[config.mk]
export PLATFORM = sky130hd
export DESIGN_NAME = fib_seq
export DESIGN_NICKNAME = d
export VERILOG_FILES = /design/src/rtl/fib_seq.sv
export SDC_FILE = /design/constraint.sdc
export NUM_CORES = 1
export LEC_CHECK = 0
export CAP_MARGIN = 30
export CORE_MARGIN = 2
export CORE_UTILIZATION = 61
export DETAILED_ROUTE_END_ITERATION = 16
export PLACE_DENSITY = 0.95
export SYNTH_ARGS = -nofsm -noshare
export SYNTH_HDL_FRONTEND = slang
export SYNTH_SLANG_ARGS = --single-unit
[constraint.sdc]
create_clock -name clk -period 3.7 [get_ports clk]
set_clock_uncertainty 0.05 [all_clocks]
set_input_delay 0.74 -clock clk [delete_from_list [all_inputs] [get_ports clk]]
set_output_delay 0.74 -clock clk [all_outputs]
set_load 0.01 [all_outputs]
[src/rtl/fib_seq.sv]
`default_nettype none
// ============================================================================
//  Module   : fib_seq
//  Purpose  : Fibonacci engine. Accepts an index n on a one-cycle `read`
//             strobe (while `ready`) and returns either F(n) alone
//             (mode=0) or the whole sequence F(0)..F(n) (mode=1), one term
//             per write/ack handshake. `ovf` flags, per job, that an emitted
//             term needed more than WIDTH bits.
//  Ports    : clk, rst        - clock, synchronous active-high reset
//             read, a, mode   - start strobe, index n, output mode
//             ready           - engine idle, `read` will be accepted
//             b, write, last  - current term, term valid, final term
//             ack             - consumer accepts `b` on an edge with write=1
//             ovf             - sticky per-job overflow flag
//  Options  : FIB_SAT_EN      - defined: overflowed terms clamp to 2^WIDTH-1
//                               undefined: terms wrap modulo 2^WIDTH
//  Revision : 1.0 - initial release
// ============================================================================
module fib_seq #(
    parameter int WIDTH = 16,
    parameter int IDX_W = 8
) (
    input  logic             clk,
    input  logic             rst,
    input  logic             read,
    input  logic [IDX_W-1:0] a,
    input  logic             mode,
    output logic             ready,
    output logic [WIDTH-1:0] b,
    output logic             write,
    input  logic             ack,
    output logic             last,
    output logic             ovf
);

    localparam logic [2:0] c_IDLE = 3'd0;
    localparam logic [2:0] c_PREP = 3'd1;  // one settling cycle after accept
    localparam logic [2:0] c_CALC = 3'd2;  // nth mode: step until rem==0
    localparam logic [2:0] c_LOAD = 3'd3;  // stream mode: present F(0)
    localparam logic [2:0] c_EMIT = 3'd4;  // hold term until ack

    logic [2:0]       r_state;
    logic [2:0]       w_next;

    logic [WIDTH-1:0] r_x;       // F(k)
    logic [WIDTH-1:0] r_y;       // F(k+1)
    logic [IDX_W-1:0] r_rem;     // steps / terms still to go
    logic             r_mode;
    logic             r_yc;      // r_y holds a term that exceeded WIDTH bits
    logic [WIDTH-1:0] r_b;
    logic             r_write;
    logic             r_last;
    logic             r_ovf;

    logic [WIDTH:0]   w_sum;
    logic             w_carry;
    logic [WIDTH-1:0] w_ynext;

    assign w_sum   = {1'b0, r_x} + {1'b0, r_y};
    assign w_carry = w_sum[WIDTH];

`ifdef FIB_SAT_EN
    // Once y clamps, every later sum carries again, so the clamp persists.
    assign w_ynext = w_carry ? {WIDTH{1'b1}} : w_sum[WIDTH-1:0];
`else
    assign w_ynext = w_sum[WIDTH-1:0];
`endif

    assign ready = (r_state == c_IDLE);
    assign b     = r_b;
    assign write = r_write;
    assign last  = r_last;
    assign ovf   = r_ovf;

    // ------------------------------------------------------------------
    // State register
    // ------------------------------------------------------------------
    always_ff @(posedge clk) begin
        if (rst) begin
            r_state <= c_IDLE;
        end else begin
            r_state <= w_next;
        end
    end

    // ------------------------------------------------------------------
    // Next-state logic
    // ------------------------------------------------------------------
    always_comb begin
        w_next = r_state;
        case (r_state)
            c_IDLE: if (read) w_next = c_PREP;
            c_PREP: w_next = r_mode ? c_LOAD : c_CALC;
            c_CALC: if (r_rem == '0) w_next = c_EMIT;
            c_LOAD: w_next = c_EMIT;
            c_EMIT: if (ack && r_last) w_next = c_IDLE;
            default: w_next = c_IDLE;
        endcase
    end

    // ------------------------------------------------------------------
    // Datapath. A "step" moves (x,y) from (F(k),F(k+1)) to
    // (F(k+1),F(k+2)). The carry of the new y is parked in r_yc and only
    // folded into ovf when that term moves into x / b, so a look-ahead
    // term beyond F(n) never raises ovf.
    // ------------------------------------------------------------------
    always_ff @(posedge clk) begin
        if (rst) begin
            r_x     <= '0;
            r_y     <= '0;
            r_rem   <= '0;
            r_mode  <= 1'b0;
            r_yc    <= 1'b0;
            r_b     <= '0;
            r_write <= 1'b0;
            r_last  <= 1'b0;
            r_ovf   <= 1'b0;
        end else begin
            case (r_state)
                c_IDLE: begin
                    if (read) begin
                        r_x    <= '0;
                        r_y    <= {{(WIDTH-1){1'b0}}, 1'b1};
                        r_rem  <= a;
                        r_mode <= mode;
                        r_ovf  <= 1'b0;
                        r_yc   <= 1'b0;
                    end
                end
                c_CALC: begin
                    if (r_rem == '0) begin
                        r_b     <= r_x;
                        r_last  <= 1'b1;
                        r_write <= 1'b1;
                    end else begin
                        r_x   <= r_y;
                        r_y   <= w_ynext;
                        r_yc  <= r_yc | w_carry;
                        r_ovf <= r_ovf | r_yc;
                        r_rem <= r_rem - IDX_W'(1);
                    end
                end
                c_LOAD: begin
                    r_b     <= r_x;
                    r_write <= 1'b1;
                    r_last  <= (r_rem == '0);
                end
                c_EMIT: begin
                    if (ack) begin
                        if (r_last) begin
                            r_write <= 1'b0;
                            r_last  <= 1'b0;
                        end else if (r_mode) begin
                            r_b    <= r_y;
                            r_x    <= r_y;
                            r_y    <= w_ynext;
                            r_yc   <= r_yc | w_carry;
                            r_ovf  <= r_ovf | r_yc;
                            r_rem  <= r_rem - IDX_W'(1);
                            r_last <= (r_rem == IDX_W'(1));
                        end
                    end
                end
                default: ;
            endcase
        end
    end

endmodule
`default_nettype wire

## Word-level counts from Yosys, hierarchy flattened

Index checks and enable logic that the tools add are counted.

- Flip-flop bits (word level): 64
- Input port bits: 13
- Output and inout port bits: 20
- Logic and storage cells: 82

- $add $sub $neg: 2
- Equality and inequality tests: 13
- Mux-type cells: 44
- Bitwise logic cells: 2
- Reduce and logical (&&, ||, !) cells: 11

Operators by type and width:

| kind | number |
|---|---|
| $mux W16 | 11 |
| $pmux W16 S3 | 3 |
| $mux W8 | 5 |
| $pmux W8 S3 | 1 |
| $add A16 B16 Y17 | 1 |
| $mux W1 | 16 |
| $ne A2 B2 Y1 const B | 8 |
| $pmux W3 S5 | 1 |
| $pmux W1 S3 | 4 |
| $mux W3 | 3 |
| $eq A8 B1 Y1 const B | 1 |
| $logic_not A8 Y1 | 1 |
| $sub A8 B1 Y8 const B | 1 |
| $eq A3 B2 Y1 const B | 2 |
| $reduce_and A3 Y1 | 2 |
| $reduce_and A6 Y1 | 1 |
| $reduce_bool A3 Y1 | 2 |
| $reduce_and A5 Y1 | 1 |
| $reduce_and A4 Y1 | 1 |
| $eq A3 B1 Y1 const B | 1 |
| $eq A3 B3 Y1 const B | 1 |
| $logic_not A3 Y1 | 1 |
| $or A1 B1 Y1 | 2 |
| $reduce_and A2 Y1 | 1 |
| $logic_and A1 B1 Y1 | 1 |

## Logic depth before layout (Yosys ltp)

- Depth after elaboration: 6
- Gate-level depth with buffers: 9
- Mapped depth without buffers: 9

## Least setup slack after synthesis

No wires, ideal clock.

- Path kind: reg-to-reg
- From: register r_y[0]
- To: register r_yc
- Library setup time: 0.115 ns
- Data arrival time: 2.056 ns
- Data required time: 3.535 ns
- Setup slack: 1.480 ns
- Cell stages (with the launch flop): 10
- Buffers on the path: 0
- Period minus slack after synthesis: 2.220 ns
- Cells stage by stage: dfxtp_1 > ha_1 > inv_1 > fa_1 > nor2b_1 > o31ai_1 > a211oi_1 > o31a_1 > nand3_1 > a2111oi_0

- Cells in the longest elaborated chain, start to end: 6
- Elaborated cells on any way between the ends: 7
- Classes of those cells: add/sub (1); mux (5); bitwise (1)

RTL lines:

| element | RTL line | RTL |
|---|---|---|
| start, declared | 46 | `logic [WIDTH-1:0] r_y;` |
| start signal, assigned | 123 | `r_y <= {{(WIDTH-1){1'b0}}, 1'b1};` |
| start signal, assigned | 137 | `r_y <= w_ynext;` |
| start signal, assigned | 156 | `r_y <= w_ynext;` |
| $add A16 B16 Y17 (*) | 59 | `assign w_sum = {1'b0, r_x} + {1'b0, r_y};` |
| $or A1 B1 Y1 (*) | 138, 157 |  |
| $mux W1 | 153 | `end else if (r_mode) begin` |
| $mux W1 | 150 | `if (r_last) begin` |
| $mux W1 | 149 | `if (ack) begin` |
| $pmux W1 S3 (*) | 119 | `case (r_state)` |
| end signal, assigned | 138 | `r_yc <= r_yc \| w_carry;` |
| end signal, assigned | 157 | `r_yc <= r_yc \| w_carry;` |
| end, declared | 49 | `logic r_yc;` |

Every way passes the cells marked *; elsewhere a longest branch is shown, timed or not. The select of a mux whose other input is x is not followed.
A chain may end at the register's enable or synchronous reset.

## Final worst setup path

Same ends and word-level chain as after synthesis.

==> flow_summary.yaml <==
status:
  status: "finished, final reports clean"
floorplanning:
  die_area_sq_mm: 0.00610
  rows: 26
  die_height_um: 78.1
  initial_core_util_pct: 64.4
  ios: 33
  die_w_um: 78.1
  core_sq_mm: 0.00520
setup_path:
  slowest_delay_ps: 410
  r2r_start: "r_y[0]"
  critPathLaunch: "r_y[0]"
  critPathSlowestCell: "fa_1"
  critPathCaptureType: "register"
  cp_max_fo: 4
  cp_data_arrival_time_ps: 2850
  cp_data_required_time_ps: 3880
  path_cells: "ha_1 > inv_1 > fa_1 > nor2b_1 > o31ai_1 > a211oi_1 > o31a_1 > nand3_1 > a2111oi_0"
  r2r_slack_ps: 1020
  cp-start-kind: "register"
  r2r_end: "r_yc"
  crit_type: "reg2reg"
  r2r_cells: 9
routing:
  drc: 0
  routedLengthMet1_mm: 3.35
  vias: 3164
  top_layer_used: "met4"
  met2_length_mm: 3.75
  drt_pass1_iterations: 6
  route.met3.wl_um: 620
  drt_iter0_drc: 299
  route.detailed.vias_per_inst: 6.39
  ant_nets: 0
  wire_per_inst_um: 16.0
  routed_wl_mm: 7.93
place:
  hpwl_mm: 5.31
  postPlaceCellArea_sq_mm: 0.00369
  gp_congestion: 0.836
  dpl_worst_slack_ps: 879
  placed_cells: 479
  port_buffers: 32
grt:
  grt_max_degree: 43
  antenna_found_initial: 0
  track_usage_pct: 27.8
  grt_pass1_wl_mm: 13.5
  grt_overflow: 0
  grt_pass1_vias: 2836
clock_network:
  cts_buffer_depth: 2
  cts.repair.resized: 0
  clkSinkCount: 64
  cts_hold_buf: 0
  cts_tree: "built"
  post-cts-setup-buffers: 0
  path_clk_slew_ps: 70
  numCtsBuffers: 9
  htreeDepth: 3
  cts_root_buf: "clkbuf_8"
  clock_latency_ps: 350
sta:
  fmax_mhz: 373
  finalSetupViolCount: 0
  fin_setup_tns_ps: 0
  fin_crit_sh_pct: 72.4
  rsz0062_at_grt: "false"
  post-route-min-period_ps: 2680
  worst_slack_ps: 1020
  worstMarginPinSlew_ps: 902
  slew_violations: 0
  finalHoldViolCount: 0
  maxSlewHeadroom_pct: 39.7
cells_and_area:
  area_delta_synth_final_pct: 16.6
  diodes: 0
  layoutNonFillerInstCount: 495
  final_util_pct: 75.0
  multi_input_area_sq_mm: 0.00195
  nets: 453
  fin_area_sq_mm: 0.00391
  fill_cells: 343
  regArea_sq_mm: 0.00128
  drive_gt1_share_pct: 6.12
yosys:
  yosysTopAreaCellShare_pct: 38.2
  async_reset_ff_share_pct: 0
  yosysTopAreaCell: "dfxtp_1"
  syn_inst: 395
  yosys_warnings: 0
  synth_area_per_cell_sq_um: 8.48
  postSynthNetCount: 428
  synthesis.area_sq_mm: 0.00335
  ys_seq_area_share_pct: 38.2
  synthFlopType: "dfxtp_1"
  synth-edff-count: 0
  ys_ff_latch: 64
  synth_area_leaders: "dfxtp_1, ha_1, a21oi_1"
  synth_cell_type_count: 50
power:
  leakage_nw: 1.44
  power_density_mw_per_mm2: 449
  vdd_drop_max_mv: 0.268
hold_path:
  hold_end: "r_x[13]"
  hold_start: "r_x[13]"
  hold_path_depth: 2
  hold_class: "reg2reg"
run:
  maxCapViolCount: 0
stage by stage:
step | hold slack, ps | total power, mW
2_1_floorplan | 399 | 0.982
3_3_place_gp | 408 | 1.08
3_5_place_dp | 420 | 1.09
4_1_cts | 429 | 1.74
5_1_grt | 448 | 1.82
6_report | 428 | 1.75
registers in the layout, summed over array words and instances (netlist names):
| signal | flops |
|---|---|
| b | 16 |
| r_x | 16 |
| r_y | 16 |
| r_rem | 8 |
| r_state | 3 |
| last | 1 |
| ovf | 1 |
| r_mode | 1 |
| r_yc | 1 |
| write | 1 |
routing by layer:
| metal | up-vias | track usage (%) |
|---|---|---|
| li1 | 1496 | - |
| met1 | 1473 | 37.6 |
| met2 | 170 | 42.4 |
| met3 | 25 | 6.09 |
| met4 | 0 | 12.6 |
| met5 | - | 0 |
power by group:
group	leakage (nW)	switching (mW)	total [mW]	internal (mW)
Clock	0.108	0.272	0.670	0.398
Sequential	0.519	0.0331	0.759	0.726
Combinational	0.814	0.198	0.324	0.126
synth_stat cells (2+ instances only):
cell / instances
nand3b_1: 2
nand4_1: 3
o21ai_1: 6
a32oi_1: 5
dfxtp_1: 64
nand3_1: 21
clkbuf_1: 14
a22oi_1: 4
xor2_1: 8
a21oi_1: 40
a211oi_1: 20
buf_1: 2
o21ai_0: 10
buf_2: 6
and2_1: 4
inv_1: 6
o31a_1: 2
nand2_1: 38
a21o_1: 7
nand2b_1: 4
xnor2_1: 4
nor2_1: 34
a31oi_1: 6
o31ai_1: 2
nor3_1: 12
and3_1: 3
nor2b_1: 4
o21a_1: 5
ha_1: 19
or3_1: 2
mux2i_1: 19
cells in the final DEF (no fill, tap or decap), types with 5 or more instances in the layout:
master	synthesis	routed
nor2_1	34	33
o21ai_1	6	6
inv_1	6	6
o21a_1	5	5
nand3_1	21	21
dfxtp_1	64	64
a211oi_1	20	20
clkdlybuf4s50_1	0	31
a32oi_1	5	5
o21ai_0	10	10
a21oi_1	40	40
mux2i_1	19	19
nand2_1	38	38
xor2_1	8	8
clkbuf_8	0	10
nor3_1	12	12
buf_4	0	5
a21o_1	7	7
ha_1	19	19
a31oi_1	6	6
worst max path at each step:
| stage | to | slack (ps) | cells after the start |
|---|---|---|---|
| finish | r_yc | 1020 | 9 |
| detailed placement | r_x[11] | 880 | 7 |
| global placement | r_x[10] | 940 | 7 |
| CTS | r_yc | 1130 | 9 |
| floorplan | r_yc | 1480 | 9 |
| global route | r_yc | 750 | 9 |
final cells by class:
class	instances	share of cell area, %
well taps	70	2.24
inverters	6	0.577
clock buffers	13	3.81
flip-flops and latches	64	32.8
multi-input cells	302	49.9
clock inverters	3	1.67
repair buffers	37	9.03
critical path, delay by kind of cell, from the launching register on:
family | cells | cell delay (ps)
and+or+nand+nor | 2 | 310
buffers and inverters | 1 | 70
DFF | 1 | 380
AOI/OAI and AO/OA | 4 | 1120
adders and majority gates | 2 | 630
cell families after synthesis:
| logic type | count (synthesis) | synth area share [%] |
|---|---|---|
| mux | 19 | 5.68 |
| buf+inv | 29 | 3.70 |
| xor+xnor | 12 | 3.14 |
| simple gates | 133 | 18.6 |
| flops | 64 | 38.2 |
| compound gates | 118 | 22.9 |
| fa+ha+maj | 20 | 7.69 |
Power figures use the tool's default switching activity.
==> edit 1, RTL diff (same settings) <==
Reset style: asynchronous (`rst`), changed in 2 clocked blocks. Comments in the files are not updated.
--- a/src/rtl/fib_seq.sv
+++ b/src/rtl/fib_seq.sv
@@ -76,5 +76,5 @@
     // State register
     // ------------------------------------------------------------------
-    always_ff @(posedge clk) begin
+    always_ff @(posedge clk or posedge rst) begin
         if (rst) begin
             r_state <= c_IDLE;
@@ -105,5 +105,5 @@
     // term beyond F(n) never raises ovf.
     // ------------------------------------------------------------------
-    always_ff @(posedge clk) begin
+    always_ff @(posedge clk or posedge rst) begin
         if (rst) begin
             r_x     <= '0;
Formal check against the unedited RTL: differs if rst is asserted again (counterexample within 4 cycles, from zero or initial values and one cycle with rst high); with rst held inactive, the same outputs for 10 cycles.
==> edit 1 against the original RTL <==
  * Cell area increased by 11%
  * Routed wire length rose by 16%
  * Synthesized area rose by 11%
  * Sequential cell count stayed put
  * Setup slack gained 0.089 ns
  * Worst hold slack better by 0.022 ns
  * Synthesized cell count is 5.6% higher
Power is not compared: it rests on default switching activity, and its combinational part moved more than twofold at a synthesized area within 25%.
==> edit 1: results (changes against the original RTL) <==
Outcome
  – Outcome: complete, no violations

Die
  – Die X: 82.0 um (+5.0%)

Global route
  – Total GRT Usage: 29.9% (+2.2 points)
  – Grt met3 use: 7.25% (+1.2 points)
  – M2 GR Usage: 46.8% (+4.4 points)
  – First-pass GRT wire length: 15000 um (+11%)
  – Vias in the first global route: 3184 (+12%)

Finish
  – Non-clk bufs: 42 (+14%)
  – # fillers: 406 (+18%)
  – Register area: 0.00160 mm2 (+25%)
  – Seq Cell Count: 64 (unchanged)
  – Multi-input logic area: 0.00198 mm2 (+1.5%)
  – Fin cells: 529 (+6.9%)
  – NonClk Buf Share: 9.33% (+0.30 points)

Placed design
  – Dpl cell area: 0.00411 mm2 (+11%)
  – Gpl congestion: 0.981 (+17%)
  – Dpl cells: 513 (+7.1%)
  – Dpl ws: 0.846 ns (-0.0335 ns)

Yosys
  – Synthesized instance count: 417 (+5.6%)
  – Mapped Nets: 450 (+5.1%)
  – Unique masters post-synth: 55 (+10%)
  – Synth top cells by count: 64 x dfrtp_1, 60 x nand2_1, 45 x a21oi_1
  – Sequential area share after synthesis: 43.1% (+4.9 points)
  – Top cells by area, synth: dfrtp_1 43%, ha_1 6.4%, a21oi_1 6.1%

Setup path
  – Critical register-to-register path endpoint: r_y[7]
  – Critical path's largest stage delay: 0.45 ns (+0.04 ns)
  – Slowest CP cell: dfrtp_1
  – R2R cell count: 6 (-3)
  – Worst R2R Setup Slack: 1.11 ns (+0.09 ns)
  – Crit. Startpoint: r_rem[2]
  – Crit-path leading delay family: simple AND/OR/NAND/NOR gates

Drt
  – DR iter-0 viols: 288 (-3.7%)
  – Pre-antenna DRT Iters: 5 (-1)
  – Routed WL per cell: 17.3 um (+8.2%)

STA
  – Fin crit period: 2.59 ns (-0.0890 ns)

Worst hold path
  – WHS Endpoint: ovf
-- edit 1: cell types whose count changed in the layout (fill, tap and decap cells not counted), sizes merged, moves of 6 or more --
cell,unedited run,this run
a211oi,21,4
a21oi,40,46
dfrtp,0,64
dfxtp,64,0
nand2,38,60
o21ai,17,25
-- edit 1: cells by family (layout without fill, tap and decap cells) --
family / after synthesis / after routing / share of synthesized area, %
AND/OR/NAND/NOR: 162 / 162 / 20.3
buffers and inverters: 31 / 68 / 3.77
multiplexers: 20 / 20 / 5.42
XOR/XNOR: 8 / 8 / 1.89
flip-flops: 64 / 64 / 43.1
AO/OA/AOI/OAI: 112 / 112 / 18.6
adder cells (fa/ha/maj): 20 / 20 / 6.94
-- edit 1: metal layers --
layer	wire (um)	vias up	part of all wire [%]
li1	-	1559	-
met1	3860	1580	42
met2	4290	168	47
met3	672	38	7.3
met4	336	0	3.7
met5	0	-	0
-- edit 1: tightest hold or removal path, stage by stage (launching register included) --
cell	delay, ns
dfrtp_1	0.34
a21oi_1	0.05
nor2_1	0.07
==> edit 2, RTL diff (same settings) <==
Without the edit above. `WIDTH`: 16 -> 32.
--- a/src/rtl/fib_seq.sv
+++ b/src/rtl/fib_seq.sv
@@ -18,5 +18,5 @@
 // ============================================================================
 module fib_seq #(
-    parameter int WIDTH = 16,
+    parameter int WIDTH = 32,
     parameter int IDX_W = 8
 ) (
Interface: changed (resized b); port bits go from 33 to 49. The function was not compared with the original's and may differ.
==> edit 2 against the original RTL <==
  * Sequential cell count up 48
  * Die area up 82%
  * Critical path type unchanged
  * Power rose by 42%
  * Setup slack got worse by 0.46 ns
  * Synthesized area up 87%
  * Routed wire length up 90%
  * Cell area up 78%
==> edit 2: results (changes against the original RTL) <==
Setup path
  – Critical path's largest stage delay: 0.46 ns (+0.05 ns)
  – Crit-path max FO: 4 (unchanged)
  – Arrival @ worst endpoint: 3.38 ns (+0.53 ns)
  – Crit-path leading delay family: compound AO/OA/AOI/OAI gates
  – Slowest CP cell: a311oi_1

Worst hold path
  – HP Class: reg2reg

Yosys
  – Yosys Warn Count: 0 (unchanged)
  – Mapped Nets: 826 (+93%)
  – FFs w/ async S/R, synth: 0% (unchanged)
  – Mean area per synthesized cell: 8.05 um2 (-5.1%)
  – Synth top cells by count: 112 x dfxtp_1, 100 x nand2_1, 91 x a21oi_1
  – Top cells by area, synth: dfxtp_1 36%, a21oi_1 7.3%, ha_1 6.8%
  – Sequential area share after synthesis: 35.8% (-2.4 points)
  – Unique masters post-synth: 57 (+14%)

Finish
  – Fin nets: 840 (+85%)
  – ANT cells: 0 (unchanged)
  – Share of layout cells above drive strength 1: 4.52% (-1.6 points)
  – # fillers: 725 (+110%)

Clock tree
  – Clock Pin Slew Worst Setup and Hold Paths: 0.10 ns (+0.03 ns)
  – CTS root buffer: clkbuf_8
  – Clk buf depth: 2 (unchanged)
  – Postcts setup bufs: 0 (unchanged)
  – Clk_lat worst skew: 0.38 ns (+0.03 ns)
  – H-tree depth: 3 (unchanged)
  – CTS Buf Count: 9 (unchanged)
  – PostCTS Resize Cnt: 0 (unchanged)

Drt
  – DRT Wirelength: 15100 um (+90%)
  – DR iter-0 viols: 334 (+12%)
  – Pre-antenna DRT Iters: 7 (+1)
  – Vias: 5861 (+85%)
  – Vias/cell: 6.30 (-1.4%)
  – Antenna-violating nets left: 0 (unchanged)

Global route
  – Total GRT Usage: 27.8% (+0.077 points)
  – Vias in the first global route: 5501 (+94%)
  – Largest net degree at the start of global routing: 64 (+49%)
  – First-pass GRT wire length: 25800 um (+91%)
  – Initial antenna violation count: 0 (unchanged)

Placed design
  – Gpl congestion: 0.958 (+15%)
  – Dpl cells: 914 (+91%)
  – PortBufs: 48 (+50%)
  – DP HPWL: 10600 um (+100%)
  – Dpl cell area: 0.00674 mm2 (+83%)

STA
  – Max-slew headroom: 49.5% (+9.8 points)
  – TNS Setup: 0 ns (unchanged)

Power and ir drop
  – Worst VDD drop: 193 uV (-28%)
  – Leak: 2.44 nW (+69%)

Outcome
  – Outcome: complete, no violations
edit 2: through the flow:
step	utilization [%]	worst slack, ns
floorplan	-	1.12
global route	70.3	0.337
global placement	68.3	0.590
CTS	70.3	0.635
finish	70.3	0.558
detailed placement	68.3	0.534
edit 2: area by class of cell:
| type | instances | area [um2] | area share (%) |
|---|---|---|---|
| multi-input cells | 603 | 3750 | 54.0 |
| well taps | 133 | 166 | 2.40 |
| clock inverters | 5 | 56.3 | 0.812 |
| clock buffers | 11 | 141 | 2.04 |
| repair buffers | 55 | 541 | 7.79 |
| flip-flops and latches | 112 | 2240 | 32.3 |
| inverters | 11 | 41.3 | 0.595 |
edit 2: cell families after synthesis:
family | after synthesis | share of synthesized area (%)
mux | 34 | 5.44
flops | 112 | 35.8
xor+xnor | 23 | 3.22
simple gates | 283 | 20.8
compound gates | 228 | 23.0
fa+ha+maj | 35 | 7.11
buf+inv | 63 | 4.62
edit 2: power breakdown:
| group | total, mW | leakage [nW] | switching (mW) | internal, mW |
|---|---|---|---|---|
| registers | 1.30 | 0.906 | 0.0439 | 1.26 |
| clock network | 0.749 | 0.0993 | 0.418 | 0.331 |
| logic | 0.445 | 1.43 | 0.273 | 0.173 |
edit 2: path summary, 6_finish.rpt:
path          start     to  depth (start not counted)  slack [ns]
min           write  write                          2        0.42
max          r_y[0]   r_yc                         10        0.56
min reg2reg   write  write                          2        0.42
max reg2reg  r_y[0]   r_yc                         10        0.56
edit 2: routing by layer:
layer	wire (um)	vias to the layer above	global-route usage, %
met3	852	35	3.71
met2	7250	212	46.3
li1	-	2859	-
met1	6660	2755	36.4
met4	317	0	11.5
met5	0	-	0
edit 2: tightest hold or removal path, stage by stage, from the launching register on:
cell     delay [ns]
dfxtp_1        0.32
nand2_1        0.05
a21oi_1        0.05
